`src/rtl/mp_add_sequencer.sv`:
```
// mp_add_sequencer
// Multi-precision add/subtract controller. A WORDS x 32-bit operand pair is
// latched, then summed one 32-bit limb per cycle (least-significant first)
// with the carry chained through a register. The result is presented with
// carry-out, signed-overflow and zero flags.
//
// Ports
//   clk, rst_n          clock, async active-low reset
//   in_valid/in_ready   operand handshake (a, b, cin, sub)
//   abort               synchronous cancel while RUN or DONE
//   out_valid/out_ready result handshake (s, cout, pos/neg_overflow, zero)
//   busy                operation in flight (RUN or DONE)
//
// state | meaning
// ------+-----------------------------------------------------------
// IDLE  | waiting for operands, in_ready=1
// RUN   | adding limb idx_q each cycle, carry held in carry_q
// DONE  | result valid, held until out_ready or abort

module mp_add_sequencer #(
    parameter int WORDS = 4
) (
    input  logic                  clk,
    input  logic                  rst_n,
    input  logic                  in_valid,
    output logic                  in_ready,
    input  logic [WORDS*32-1:0]   a,
    input  logic [WORDS*32-1:0]   b,
    input  logic                  cin,
    input  logic                  sub,
    input  logic                  abort,
    output logic                  out_valid,
    input  logic                  out_ready,
    output logic [WORDS*32-1:0]   s,
    output logic                  cout,
    output logic                  pos_overflow,
    output logic                  neg_overflow,
    output logic                  zero,
    output logic                  busy
);

    localparam int IW = $clog2(WORDS);
    localparam logic [IW-1:0] LAST_IDX = IW'(WORDS - 1);

    typedef enum logic [1:0] {
        IDLE = 2'd0,
        RUN  = 2'd1,
        DONE = 2'd2
    } state_t;

    state_t                   state_q;
    logic [WORDS-1:0][31:0]   a_q;
    logic [WORDS-1:0][31:0]   b_q;
    logic [WORDS-1:0][31:0]   s_q;
    logic [WORDS-1:0][31:0]   s_d;
    logic [IW-1:0]            idx_q;
    logic                     carry_q;
    logic                     cout_q;
    logic                     pos_ovf_q;
    logic                     neg_ovf_q;
    logic                     zero_q;
    logic [32:0]              limb_sum;

    // Shared 32-bit adder slice; s_d is the result register with the current
    // limb merged in, so the zero flag sees the completed value on the last limb.
    always_comb begin
        limb_sum = {1'b0, a_q[idx_q]} + {1'b0, b_q[idx_q]} + {32'd0, carry_q};
        s_d = s_q;
        s_d[idx_q] = limb_sum[31:0];
    end

    always_ff @(posedge clk or negedge rst_n) begin
        if (!rst_n) begin
            state_q   <= IDLE;
            a_q       <= '0;
            b_q       <= '0;
            s_q       <= '0;
            idx_q     <= '0;
            carry_q   <= 1'b0;
            cout_q    <= 1'b0;
            pos_ovf_q <= 1'b0;
            neg_ovf_q <= 1'b0;
            zero_q    <= 1'b0;
        end else begin
            case (state_q)
                IDLE: begin
                    if (in_valid) begin
                        a_q     <= a;
                        // Subtraction as a + ~b + 1: invert B here, force carry-in to 1.
                        b_q     <= sub ? ~b : b;
                        carry_q <= sub | cin;
                        idx_q   <= '0;
                        s_q     <= '0;
                        state_q <= RUN;
                    end
                end
                RUN: begin
                    if (abort) begin
                        state_q <= IDLE;
                    end else begin
                        s_q     <= s_d;
                        carry_q <= limb_sum[32];
                        if (idx_q == LAST_IDX) begin
                            cout_q    <= limb_sum[32];
                            pos_ovf_q <= ~a_q[WORDS-1][31] & ~b_q[WORDS-1][31] &  limb_sum[31];
                            neg_ovf_q <=  a_q[WORDS-1][31] &  b_q[WORDS-1][31] & ~limb_sum[31];
                            zero_q    <= (s_d == '0);
                            state_q   <= DONE;
                        end else begin
                            idx_q <= idx_q + IW'(1);
                        end
                    end
                end
                DONE: begin
                    if (abort || out_ready) begin
                        state_q <= IDLE;
                    end
                end
                default: state_q <= IDLE;
            endcase
        end
    end

    assign in_ready     = (state_q == IDLE);
    assign out_valid    = (state_q == DONE);
    assign busy         = (state_q == RUN) || (state_q == DONE);
    assign s            = s_q;
    assign cout         = cout_q;
    assign pos_overflow = pos_ovf_q;
    assign neg_overflow = neg_ovf_q;
    assign zero         = zero_q;

endmodule

```
`config.mk`:
```
export PLATFORM = sky130hd
export DESIGN_NAME = mp_add_sequencer
export DESIGN_NICKNAME = d
export VERILOG_FILES = /design/src/rtl/mp_add_sequencer.sv
export SDC_FILE = /design/constraint.sdc
export NUM_CORES = 1
export LEC_CHECK = 0
export CORE_MARGIN = 2
export CORE_UTILIZATION = 53
export CTS_BUF_LIST = sky130_fd_sc_hd__clkbuf_16
export DETAILED_ROUTE_END_ITERATION = 8
export PLACE_DENSITY = 0.88
export SLEW_MARGIN = 20
export SYNTH_ARGS = -nofsm -noshare
export SYNTH_HDL_FRONTEND = slang
export SYNTH_SLANG_ARGS = --single-unit
export TNS_END_PERCENT = 100
```
`constraint.sdc`:
```
create_clock -name clk -period 5.8 [get_ports clk]
set_input_delay 0.87 -clock clk [delete_from_list [all_inputs] [get_ports clk]]
set_output_delay 0.87 -clock clk [all_outputs]
set_load 0.03 [all_outputs]
```
-- Word-level counts from Yosys, hierarchy flattened
Cells that the tools add are included.
- $add $sub $neg: 3
- magnitude comparators: 2
- equality and inequality tests: 8
- muxes and demuxes: 23
- bitwise logic cells: 10
- reductions and logical operators: 11
- operators by type and width (kind ; count):
    two-way mux 128 bit ; 3
    case mux 128 bit (2 select lines) ; 1
    binary-select mux 32 bit (select 2 bit) ; 2
    bitwise mux 128 bit ; 1
    zero test 128 bit ; 1
    inverter 128 bit ; 1
    two-way mux 32 bit ; 3
    demux 32 bit (select 2 bit) ; 1
    adder 32 x 32 -> 33 bit ; 1
    adder 33 x 1 -> 33 bit ; 1
    two-way mux 2 bit ; 7
    AND reduction 3 bit ; 3
    inequality test 2 bit (second input constant) ; 3
    case mux 2 bit (3 select lines) ; 1
    AND 1 bit ; 4
    equality test 2 bit (second input constant) ; 2
    inverter 1 bit ; 4
    case mux 2 bit (2 select lines) ; 1
    AND reduction 4 bit ; 1
    less-than comparator 2 x 3 -> 1 bit (second input constant) ; 1
    inequality test 3 bit (second input constant) ; 1
    adder 2 x 1 -> 2 bit (second input constant) ; 1
    equality test 2 x 1 -> 1 bit (second input constant) ; 1
    >= comparator 2 x 1 -> 1 bit (second input constant) ; 1
    9 further kinds ; 11
- bits in registers: 393
- word-level logic and storage cells: 76

-- Depth between registers and ports, before layout
Gate-level depths: netlist of the first run.
- depth in word-level cells: 7
- depth in mapped cells: 17
- gate-level depth less buffers: 13

-- Worst setup path before layout of the first run
OpenSTA, ideal clock, no wires.
- path type: flip-flop to flip-flop
- start: register idx_q[0]
- end: register zero_q (netlist: zero)
- setup time: 0.092 ns
- arrival time: 4.491 ns
- path slack: 1.217 ns
- stages on the path, launching flop included: 17
- path buffers: 4
- path through: dfrtp_1 clkbuf_1 buf_1 buf_1 mux4_2 ha_1 buf_2 a21oi_1 o21ai_1 a211o_1 a31o_1 a211o_1 a221oi_1 nand4_1 nor4_1 nand4_1 o31ai_2
- word-level cells in the longest chain between the ends: 6
- ends and longest elaborated chain (item ; RTL line ; RTL):
    start: declaration ; 56 ; logic [IW-1:0] idx_q;
    start signal: assignment ; 110 ; idx_q <= idx_q + IW'(1);
    binary-select mux 32 bit (select 2 bit), or another cell as far along ; 67 ; limb_sum = {1'b0, a_q[idx_q]} + {1'b0, b_q[idx_q]} + {32'd0, carry_q};
    two-way mux 32 bit (implied by the code) or logical AND 1 bit (tied branches) ; 67, 69 ;
    adder 32 x 32 -> 33 bit or two-way mux 32 bit (tied branches) ; 67, 69 ;
    adder 33 x 1 -> 33 bit or demux 32 bit (select 2 bit) (tied branches) ; 67, 69 ;
    bitwise mux 128 bit ; 69 ; s_d[idx_q] = limb_sum[31:0];
    zero test 128 bit ; 107 ; zero_q <= (s_d == '0);
    end signal: assignment ; 107 ;
    end: declaration ; 61 ; logic zero_q;
Parallel ways exist; a longest one is shown, timed or not. The select of a mux whose other input is x is not followed.
A chain may end at the register's enable or synchronous reset.

-- Worst setup path after layout of the first run
- start: register idx_q[1]
- end: register zero_q (netlist: zero)
The elaborated chain is that of the path after synthesis.

==> results of run 1 <==
-- power by group through the flow --
stage	Sequential, uW	Clock, uW	Combinational (uW)
after floorplan	5090	0	6970
after global placement	4840	0	10800
after detailed placement	4920	0	11000
after CTS	4900	2610	11100
after global routing	5040	2720	12200
final	4920	2600	11400
-- cell families after synthesis --
family	count (synthesis)	synth area share
and+or+nand+nor	777	0.162
AOI/OAI and AO/OA	449	0.152
DFF	393	0.486
buffers and inverters	159	0.0304
xor gates and xnor gates	150	0.0653
muxes	78	0.0789
adders and majority gates	40	0.0255
-- final timing paths --
path                          start       end  depth (start not counted)
hold / removal                rst_n    s[121]                          1
hold reg to reg            a_q[105]  a_q[105]                          2
min in group clk           a_q[105]  a_q[105]                          2
setup reg to reg           idx_q[1]      zero                         13
setup / recovery           idx_q[1]      zero                         13
max in group asynchronous     rst_n   a_q[77]                          2
-- metrics by stage --
stage	worst slack [ns]	utilization	power [uW]	hold WS [ns]	std cells
floorplan	1.22	-	12100	0.440	2046
global placement	1.05	0.653	15600	0.453	2837
detailed placement	0.914	0.653	16000	0.459	2837
CTS	0.910	0.688	18700	0.476	2910
global route	0.597	0.689	19900	0.496	2912
finish	0.842	0.689	18900	0.454	2912
-- worst max-delay path, stage by stage, from the launching register on --
cell,delay (ns)
sky130_fd_sc_hd__dfrtp_4,0.84
sky130_fd_sc_hd__buf_4,0.46
sky130_fd_sc_hd__mux4_2,0.37
sky130_fd_sc_hd__ha_1,0.50
sky130_fd_sc_hd__nand4_1,0.20
sky130_fd_sc_hd__or2_0,0.27
sky130_fd_sc_hd__a21oi_2,0.21
sky130_fd_sc_hd__nor2_1,0.08
sky130_fd_sc_hd__xor2_1,0.60
sky130_fd_sc_hd__nand3_1,0.16
sky130_fd_sc_hd__a221o_1,0.35
sky130_fd_sc_hd__nor4_1,0.39
sky130_fd_sc_hd__nand4_1,0.17
sky130_fd_sc_hd__o31ai_2,0.20
-- synth_stat cells (4+ instances only) --
cell / count
sky130_fd_sc_hd__a211o_1: 6
sky130_fd_sc_hd__a211oi_1: 8
sky130_fd_sc_hd__a21oi_1: 39
sky130_fd_sc_hd__a21oi_2: 7
sky130_fd_sc_hd__a22o_1: 108
sky130_fd_sc_hd__a31oi_1: 6
sky130_fd_sc_hd__and2_1: 19
sky130_fd_sc_hd__and3_1: 8
sky130_fd_sc_hd__buf_1: 18
sky130_fd_sc_hd__buf_2: 9
sky130_fd_sc_hd__clkbuf_1: 106
sky130_fd_sc_hd__dfrtp_1: 393
sky130_fd_sc_hd__ha_1: 38
sky130_fd_sc_hd__inv_1: 23
sky130_fd_sc_hd__mux2_2: 11
sky130_fd_sc_hd__mux4_2: 64
sky130_fd_sc_hd__nand2_1: 592
sky130_fd_sc_hd__nand2b_1: 6
sky130_fd_sc_hd__nand3_1: 12
sky130_fd_sc_hd__nand4_1: 9
sky130_fd_sc_hd__nor2_1: 56
sky130_fd_sc_hd__nor3_1: 21
sky130_fd_sc_hd__nor4_1: 17
sky130_fd_sc_hd__o211ai_1: 9
sky130_fd_sc_hd__o21a_1: 11
sky130_fd_sc_hd__o21ai_0: 184
sky130_fd_sc_hd__o21ai_1: 7
sky130_fd_sc_hd__o21ai_2: 4
sky130_fd_sc_hd__o22ai_1: 5
sky130_fd_sc_hd__or2_2: 6
sky130_fd_sc_hd__or3_1: 8
sky130_fd_sc_hd__or4_1: 5
sky130_fd_sc_hd__xnor2_1: 140
sky130_fd_sc_hd__xor2_1: 9
-- layer usage --
| metal | part of all wire | vias to the layer above |
|---|---|---|
| met5 | 0 | - |
| met4 | 0.042 | 0 |
| met3 | 0.094 | 187 |
| met2 | 0.48 | 1056 |
| met1 | 0.39 | 8507 |
| li1 | - | 7780 |
-- area by class of cell --
class | count | share of cell area
diodes | 1 | 0.0000967
flip-flops and latches | 393 | 0.380
inverters | 24 | 0.00348
multi-input cells | 1494 | 0.378
repair buffers | 416 | 0.162
clock inverters | 31 | 0.00986
clock buffers | 42 | 0.0406
well taps | 511 | 0.0247
-- registers in the layout (all words and copies together), names as in the netlist, 2 cells and up --
signal / count
a_q: 128
s: 128
state_q: 2
b_q: 128
idx_q: 2
==> impl_metrics.csv, run 1 <==
group,metric,value,unit
sta,grt_setup_unrepaired,"no",
run_status,status,"finished clean",
place,place_area,24500,um^2
clock_network,tritoncts,"built",
synth,seq_area_frac_synth,0.486,
route,avgRoutedWirePerCell,22.5,um
critical_path,regToRegSetupSlack,0.84,ns
critical_path,ws_path_type,"reg -> reg",
clock_network,numCtsBuffers,40,
sta,finalHoldViolations,0,
final_layout,top_library_cells_by_usage_in_the_layout_fill_and_taps_aside,"591 x sky130_fd_sc_hd__nand2_1, 395 x sky130_fd_sc_hd__clkdlybuf4s50_1, 391 x sky130_fd_sc_hd__dfrtp_1",
synth,postSynth.topFlopCell,"sky130_fd_sc_hd__dfrtp_1",
route,viasPerCell,6.02,
sta,setup_tns_final,0,ns
final_layout,nFillCells,2702,
floorplan,core,37600,um^2
place,hpwlAfterDp,48.2,mm
worst_hold_path,timing.hold.worst.class,"in -> async",
critical_path,start_kind,"flop",
critical_path,critical_path.endpoint_type,"flop",
clock_network,cts.path.max_buffers,3,
synth,mappedNetlistNets,2349,
critical_path,cp_data_arrival_time,5.41,ns
global_routing,antenna_found_initial,1,
synth,netlist_top_cells_area,"sky130_fd_sc_hd__dfrtp_1 49%, sky130_fd_sc_hd__nand2_1 11%, sky130_fd_sc_hd__mux4_2 7.1%, sky130_fd_sc_hd__xnor2_1 6.1%, sky130_fd_sc_hd__a22o_1 4.7%",
floorplan,die_height,199,um
floorplan,floorplan.die.width,199,um
floorplan,design.portCount,398,
floorplan,dieArea,39700,um^2
pwr,cellLeakagePower,0.0114,uW
critical_path,cp.required,6.25,ns
global_routing,largest_net_degree_at_the_start_of_global_routing,293,
clock_network,worst_setup_hold_path_clk_slew,0.06,ns
synth,ys_async_sr_fraction,1.00,
clock_network,cts_hold_repair.buffers,0,
pwr,irDropWorstVdd,428,uV
route,dr_total_vias,17500,
floorplan,rows,71,
sta,maxSlewViolCount,0,
pwr,part_of_the_total_power_dissipated_in_the_clock_network,0.138,
synth,netlist.area_leader.share,0.486,
global_routing,grt_pass1_wl,100,mm
final_layout,final_common_cell,"sky130_fd_sc_hd__nand2_1",
synth,synth.cell_area,20200,um^2
sta,relative_slew_slack,0.269,
pwr,power_frac_comb,0.601,
route,detail_route.first_pass.iterations,6,
pwr,powerDensity,729,nW/um^2
route,detail_route.drc_violations,0,
route,drt-initial-drc-count,1658,
global_routing,grt_use_met2,0.541,
clock_network,clock-root-buffer,"sky130_fd_sc_hd__clkbuf_16",
critical_path,crit_path_max_fanout,43,
global_routing,globalRouteMet1Util,0.435,
pwr,netSwitchingFraction,0.493,
global_routing,grt_util_all_layers,0.333,
place,gp_routability_congestion,0.945,
final_layout,layout.nets,2672,
job,cap_violations,0,
final_layout,layout-area-overhead-vs-synth,28.0,%
global_routing,grt_use_met3,0.0727,
sta,final_worst_clock_skew,0.0182,ns
clock_network,cts_repair_resizes,0,
pwr,p_seq_frac,0.261,
sta,highest_clock_rate,0.202,GHz
global_routing,vias_in_the_first_global_route,17600,
sta,final.min_clock_period,4.96,ns
route,antenna_violating_nets_post_route,0,
floorplan,start_util,0.538,
clock_network,clock_insertion_delay_worst_skew,0.55,ns
global_routing,busiest_layer,"met2",
synth,synthesis.yosys.warnings,0,
synth,ys_ff_latch,393,
place,port_buffers,397,
synth,synth_enable_flop_cells,0,
synth,synth_top_area_cell,"sky130_fd_sc_hd__dfrtp_1",
final_layout,layout.cell_area.non_filler,25900,um^2
clock_network,cts_max_level,2,
pwr,net-switching-power,9310,uW
synth,synthDistinctLibCells,85,
clock_network,cts_num_sinks,393,
clock_network,cts_setup_buffers,0,
final_layout,drive_above_1_share,0.0846,
final_layout,footprint_of_the_multi_input_gates,9790,um^2
sta,final.period_utilization,0.855,
pwr,cell_internal_pwr,9560,uW
route,routed_wirelength,65.6,mm
global_routing,grt_overflow_total,0,
sta,worst_margin_pin_slew,1.10,ns
final_layout,layout.area.seq,9840,um^2
synth,post_synth.cell_area_avg,9.88,um^2
synth,synth_cells,2046,
sta,setup_viol_count_final,0,
Note: power is estimated with default switching activity, not from simulation.
==> run 2: changes to the inputs <==
CORE_UTILIZATION = 54   (was 53)
CTS_BUF_LIST = sky130_fd_sc_hd__clkbuf_8   (was sky130_fd_sc_hd__clkbuf_16)
PLACE_DENSITY = 0.89   (was 0.88)
==> run 2 against run 1 <==
Compared with the run above:
- worst setup slack better by 0.050 ns
- combinational power hardly changed
- via count is 0.59% higher
- critical endpoint unchanged
- clock power is 10% lower
- fmax is 1.0% higher
- largest cell class unchanged
- global-route usage is 1.3 points higher
- register-to-register slack better by 0.05 ns
- utilization is 1.0 points higher
- die area is 1.8% lower
- sequential cell count stayed put
- sequential share of layout area is 0.25 points higher
- critical path type unchanged
==> impl_metrics.csv, run 2 (synthesized netlist as in run 1, its figures left out) <==
group,metric,value,unit
clock_network,cts_setup_buffers,0,
final_layout,diodes,0,
critical_path,crit_family,"simple AND/OR/NAND/NOR gates",
place,hpwlAfterDp,49.9,mm
final_layout,layout-area-overhead-vs-synth,27.2,%
route,detail_route.drc_violations,0,
clock_network,numCtsBuffers,60,
sta,highest_clock_rate,0.204,GHz
floorplan,dieArea,39000,um^2
critical_path,start_kind,"flop",
global_routing,largest_net_degree_at_the_start_of_global_routing,256,
route,detail_route.first_pass.iterations,6,
critical_path,critPathMaxStageDelay,0.67,ns
route,antenna_violating_nets_post_route,0,
clock_network,cts_hold_repair.buffers,0,
route,drt-initial-drc-count,1677,
critical_path,critical_path.cell_chain,"buf_4 > mux4_2 > ha_1 > nand4_1 > or2_0 > a21oi_2 > nor2_1 > xor2_1 > nand3_1 > a221o_1 > nor4_1 > nand4_1 > o31ai_2",
place,gp_routability_congestion,0.941,
sta,final_worst_clock_skew,0.0219,ns
pwr,power_frac_comb,0.614,
sta,final.period_utilization,0.846,
job,cap_violations,0,
pwr,part_of_the_total_power_dissipated_in_the_clock_network,0.125,
critical_path,worst-path-buf-inv,1,
clock_network,clock_insertion_delay_worst_skew,0.67,ns
route,routed_wirelength,67.2,mm
global_routing,vias_in_the_first_global_route,18000,
critical_path,ws_path_type,"reg -> reg",
floorplan,rows,70,
clock_network,cts_max_level,2,
global_routing,grt_overflow_total,0,
pwr,p_seq_frac,0.261,
worst_hold_path,timing.hold.worst.class,"in -> async",
critical_path,critical-path-slowest-cell,"sky130_fd_sc_hd__dfrtp_4",
pwr,cellLeakagePower,0.0114,uW
critical_path,critical_path.endpoint_type,"flop",
sta,relative_slew_slack,0.224,
route,avgRoutedWirePerCell,23.1,um
pwr,cell_internal_pwr,9260,uW
place,port_buffers,397,
floorplan,design.portCount,398,
sta,grt_setup_unrepaired,"no",
floorplan,start_util,0.550,
run_status,status,"finished clean",
clock_network,worst_setup_hold_path_clk_slew,0.07,ns
clock_network,cts_num_sinks,393,
critical_path,crit_path_max_fanout,45,
floorplan,die_height,198,um
sta,finalHoldViolations,0,
pwr,powerDensity,728,nW/um^2
pwr,netSwitchingFraction,0.505,
clock_network,clock-root-buffer,"sky130_fd_sc_hd__clkbuf_8",
critical_path,cpMostUsedCell,"sky130_fd_sc_hd__nand4_1",
final_layout,finalNonFillerCells,2904,
floorplan,floorplan.die.width,198,um
critical_path,cp_data_arrival_time,5.48,ns
clock_network,tritoncts,"built",
pwr,net-switching-power,9460,uW
sta,maxSlewViolCount,0,
critical_path,cp.required,6.37,ns
place,numPlacedInstances,2796,
global_routing,antenna_found_initial,1,
global_routing,grt_pass1_wl,102,mm
final_layout,layout.nets,2693,
route,dr_total_vias,17600,
final_layout,final_common_cell,"sky130_fd_sc_hd__nand2_1",
floorplan,core,36800,um^2
final_layout,top_library_cells_by_usage_in_the_layout_fill_and_taps_aside,"591 x sky130_fd_sc_hd__nand2_1, 395 x sky130_fd_sc_hd__clkdlybuf4s50_1, 391 x sky130_fd_sc_hd__dfrtp_1",
sta,setup_tns_final,0,ns
route,viasPerCell,6.07,
sta,worst_margin_pin_slew,1.16,ns
clock_network,cts_repair_resizes,0,
sta,final.min_clock_period,4.91,ns
clock_network,cts.path.max_buffers,3,
final_layout,drive_above_1_share,0.0973,
global_routing,grt_util_all_layers,0.346,
sta,setup_viol_count_final,0,
pwr,irDropWorstVdd,371,uV
-- run 2: cell types whose count changed in the layout (fill, tap and decap cells not counted), sizes merged --
| cell | previous run | this run |
|---|---|---|
| inv | 33 | 43 |
| clkinvlp | 2 | 3 |
| clkinv | 16 | 8 |
| diode | 1 | 0 |
| bufinv | 4 | 1 |
| clkbuf | 42 | 77 |
| buf | 21 | 22 |
-- run 2: power groups by stage --
stage               Clock, uW  Sequential [uW]  Combinational, uW
finish                   2340             4890              11500
floorplan                   0             5090               6970
CTS                      2350             4860              11300
detailed placement          0             4890              11200
global route             2470             4990              12300
global placement            0             4810              11000
-- run 2: layout make-up --
type | count | area, um^2
Timing Repair Buffer | 417 | 4170
Multi-Input combinational cell | 1494 | 9790
Inverter | 24 | 90.1
Fill cell | 2559 | 11100
Tap cell | 468 | 586
Clock buffer | 77 | 1060
Clock inverter | 31 | 169
Sequential cell | 393 | 9840
-- run 2: final timing paths --
check	cells after the start	slack, ns	end	startpoint
max	13	0.89	zero	idx_q[1]
max reg2reg	13	0.89	zero	idx_q[1]
min	1	0.30	pos_overflow	rst_n
min reg2reg	2	0.47	a_q[120]	a_q[120]
min in group clk	2	0.47	a_q[120]	a_q[120]
max in group asynchronous	2	4.15	idx_q[0]	rst_n
-- run 2: routing by layer --
layer / GRT usage / vias up / routed length, um
met3: 0.0813 / 214 / 6610
met5: 0 / - / 10
met2: 0.550 / 1051 / 31500
met4: 0.170 / 2 / 3320
li1: - / 7815 / -
met1: 0.450 / 8552 / 25800
-- run 2: worst register-to-register path: stages, from the launching register on --
cell,delay [ns]
sky130_fd_sc_hd__dfrtp_4,0.67
sky130_fd_sc_hd__buf_4,0.64
sky130_fd_sc_hd__mux4_2,0.44
sky130_fd_sc_hd__ha_1,0.49
sky130_fd_sc_hd__nand4_1,0.23
sky130_fd_sc_hd__or2_0,0.28
sky130_fd_sc_hd__a21oi_2,0.27
sky130_fd_sc_hd__nor2_1,0.09
sky130_fd_sc_hd__xor2_1,0.52
sky130_fd_sc_hd__nand3_1,0.14
sky130_fd_sc_hd__a221o_1,0.34
sky130_fd_sc_hd__nor4_1,0.37
sky130_fd_sc_hd__nand4_1,0.16
sky130_fd_sc_hd__o31ai_2,0.19
-- run 2: per-stage QoR --
stage / total power (uW) / util / area (um^2) / setup slack, ns / hold WS, ns
final: 18700 / 0.699 / 25700 / 0.892 / 0.297
after global routing: 19700 / 0.699 / 25700 / 0.670 / 0.333
after CTS: 18500 / 0.699 / 25700 / 0.912 / 0.302
after detailed placement: 16100 / 0.665 / 24500 / 0.925 / 0.458
after global placement: 15800 / 0.665 / 24500 / 1.10 / 0.453
after floorplan: 12100 / - / 20200 / 1.22 / 0.440
==> run 3: changes to the inputs <==
clock period = 4.7 ns   (was 5.8 ns; I/O delays follow)
==> run 3 against run 2 <==
Compared with the run above:
- first-iteration DRC count increased by 4.1%
- critical path type unchanged
- non-clock buffer count increased by 33
- utilization increased by 1.2 points
- via count increased by 1.9%
- largest power group unchanged
==> impl_metrics.csv, run 3 (synthesized netlist as in run 1, its figures left out) <==
group,metric,value,unit
run_status,status,"finished clean",
final_layout,drive_above_1_share,0.112,
place,port_buffers,397,
critical_path,start_kind,"flop",
floorplan,dieArea,39000,um^2
sta,relative_slew_slack,0.232,
global_routing,grt_overflow_total,0,
global_routing,antenna_found_initial,1,
critical_path,ws_path_type,"reg -> reg",
global_routing,grt_pass1_wl,103,mm
job,cap_violations,0,
floorplan,start_util,0.550,
floorplan,die_height,198,um
sta,highest_clock_rate,0.221,GHz
critical_path,cp.required,5.21,ns
clock_network,clock-root-buffer,"sky130_fd_sc_hd__clkbuf_8",
clock_network,cts_num_sinks,393,
worst_hold_path,timing.hold.worst.class,"in -> async",
sta,final.period_utilization,0.965,
clock_network,tritoncts,"built",
route,routed_wirelength,67.2,mm
floorplan,design.portCount,398,
place,hpwlAfterDp,49.8,mm
place,numPlacedInstances,2828,
pwr,powerDensity,923,nW/um^2
route,viasPerCell,6.12,
clock_network,cts_max_level,2,
sta,final_worst_clock_skew,0.0431,ns
floorplan,rows,70,
route,antenna_violating_nets_post_route,0,
sta,grt_setup_unrepaired,"no",
critical_path,cp_data_arrival_time,5.05,ns
sta,post-route-worst-setup-slack,0.166,ns
final_layout,layout-area-overhead-vs-synth,29.4,%
sta,final.min_clock_period,4.53,ns
critical_path,regToRegSetupSlack,0.17,ns
global_routing,largest_net_degree_at_the_start_of_global_routing,217,
sta,setup_tns_final,0,ns
pwr,cellLeakagePower,0.0116,uW
global_routing,vias_in_the_first_global_route,18100,
global_routing,grt_util_all_layers,0.344,
sta,setup_viol_count_final,0,
sta,finalHoldViolations,0,
route,detail_route.drc_violations,0,
clock_network,clock_insertion_delay_worst_skew,0.63,ns
route,dr_total_vias,18000,
critical_path,critical_path.endpoint_type,"flop",
final_layout,top_library_cells_by_usage_in_the_layout_fill_and_taps_aside,"591 x sky130_fd_sc_hd__nand2_1, 395 x sky130_fd_sc_hd__clkdlybuf4s50_1, 391 x sky130_fd_sc_hd__dfrtp_1",
place,place_worst_setup_slack,0.130,ns
final_layout,final_common_cell,"sky130_fd_sc_hd__nand2_1",
final_layout,finalNonFillerCells,2937,
sta,worst_margin_pin_slew,1.15,ns
clock_network,numCtsBuffers,61,
floorplan,floorplan.die.width,198,um
final_layout,layout.nets,2727,
clock_network,cts.path.max_buffers,3,
route,avgRoutedWirePerCell,22.9,um
route,detail_route.first_pass.iterations,5,
critical_path,crit_path_max_fanout,5,
sta,maxSlewViolCount,0,
place,gp_routability_congestion,0.947,
floorplan,core,36800,um^2
clock_network,worst_setup_hold_path_clk_slew,0.06,ns
route,drt-initial-drc-count,1746,
pwr,irDropWorstVdd,476,uV
-- run 3: worst paths after layout --
| path | cells after the start | start | endpoint |
|---|---|---|---|
| setup / recovery | 13 | idx_q[0] | zero |
| hold / removal | 1 | rst_n | s[121] |
| setup reg to reg | 13 | idx_q[0] | zero |
| hold reg to reg | 2 | a_q[96] | a_q[96] |
| max in group asynchronous | 2 | rst_n | s[113] |
| min in group clk | 2 | a_q[96] | a_q[96] |
-- run 3: layout make-up --
class,instances,area (um^2)
diodes,1,2.50
flip-flops and latches,393,9840
multi-input cells,1494,9870
repair buffers,450,4480
clock inverters,28,200
clock buffers,79,1090
inverters,24,90.1
fillers,2590,10600
well taps,468,586
-- run 3: metrics by stage --
stage | area [um^2] | power (uW) | hold WS (ns) | util
CTS | 26000 | 23600 | 0.185 | 0.708
floorplan | 20200 | 14900 | 0.409 | -
finish | 26200 | 24100 | 0.185 | 0.711
global route | 26200 | 25500 | 0.231 | 0.711
global placement | 24800 | 20200 | 0.453 | 0.673
detailed placement | 24800 | 20500 | 0.462 | 0.673
-- run 3: metal layers --
layer,wire [um],global-route usage,vias up
met5,0,0,-
met4,2960,0.148,0
met3,6210,0.0604,175
met2,31400,0.548,1065
met1,26600,0.468,8825
li1,-,-,7910
-- run 3: critical path, cell delays in order (launching register included) --
cell and delay, ns:
sky130_fd_sc_hd__dfrtp_4 0.52, sky130_fd_sc_hd__mux4_2 0.54, sky130_fd_sc_hd__fa_1 0.48, sky130_fd_sc_hd__fa_1 0.52, sky130_fd_sc_hd__a211oi_4 0.31, sky130_fd_sc_hd__nor2_1 0.14, sky130_fd_sc_hd__xor2_1 0.21, sky130_fd_sc_hd__a22oi_1 0.19
sky130_fd_sc_hd__nand3_1 0.15, sky130_fd_sc_hd__a2111oi_1 0.49, sky130_fd_sc_hd__nand4_1 0.26, sky130_fd_sc_hd__nor4_2 0.30, sky130_fd_sc_hd__nand4_1 0.15, sky130_fd_sc_hd__o31ai_2 0.20
-- run 3: where the power goes --
part / internal (uW) / switching (uW)
Combinational: 5690 / 9500
Clock: 1660 / 1340
Sequential: 4870 / 1080
Total: 12200 / 11900
-- run 3: repair_timing --
| item | CTS | global route |
|---|---|---|
| hold buffers | 0 | 0 |
| hold endpoints to repair | 0 | 0 |
| gates resized for setup | 0 | 14 |
| setup buffers | 0 | 0 |
| setup endpoints to repair | 0 | 1 |
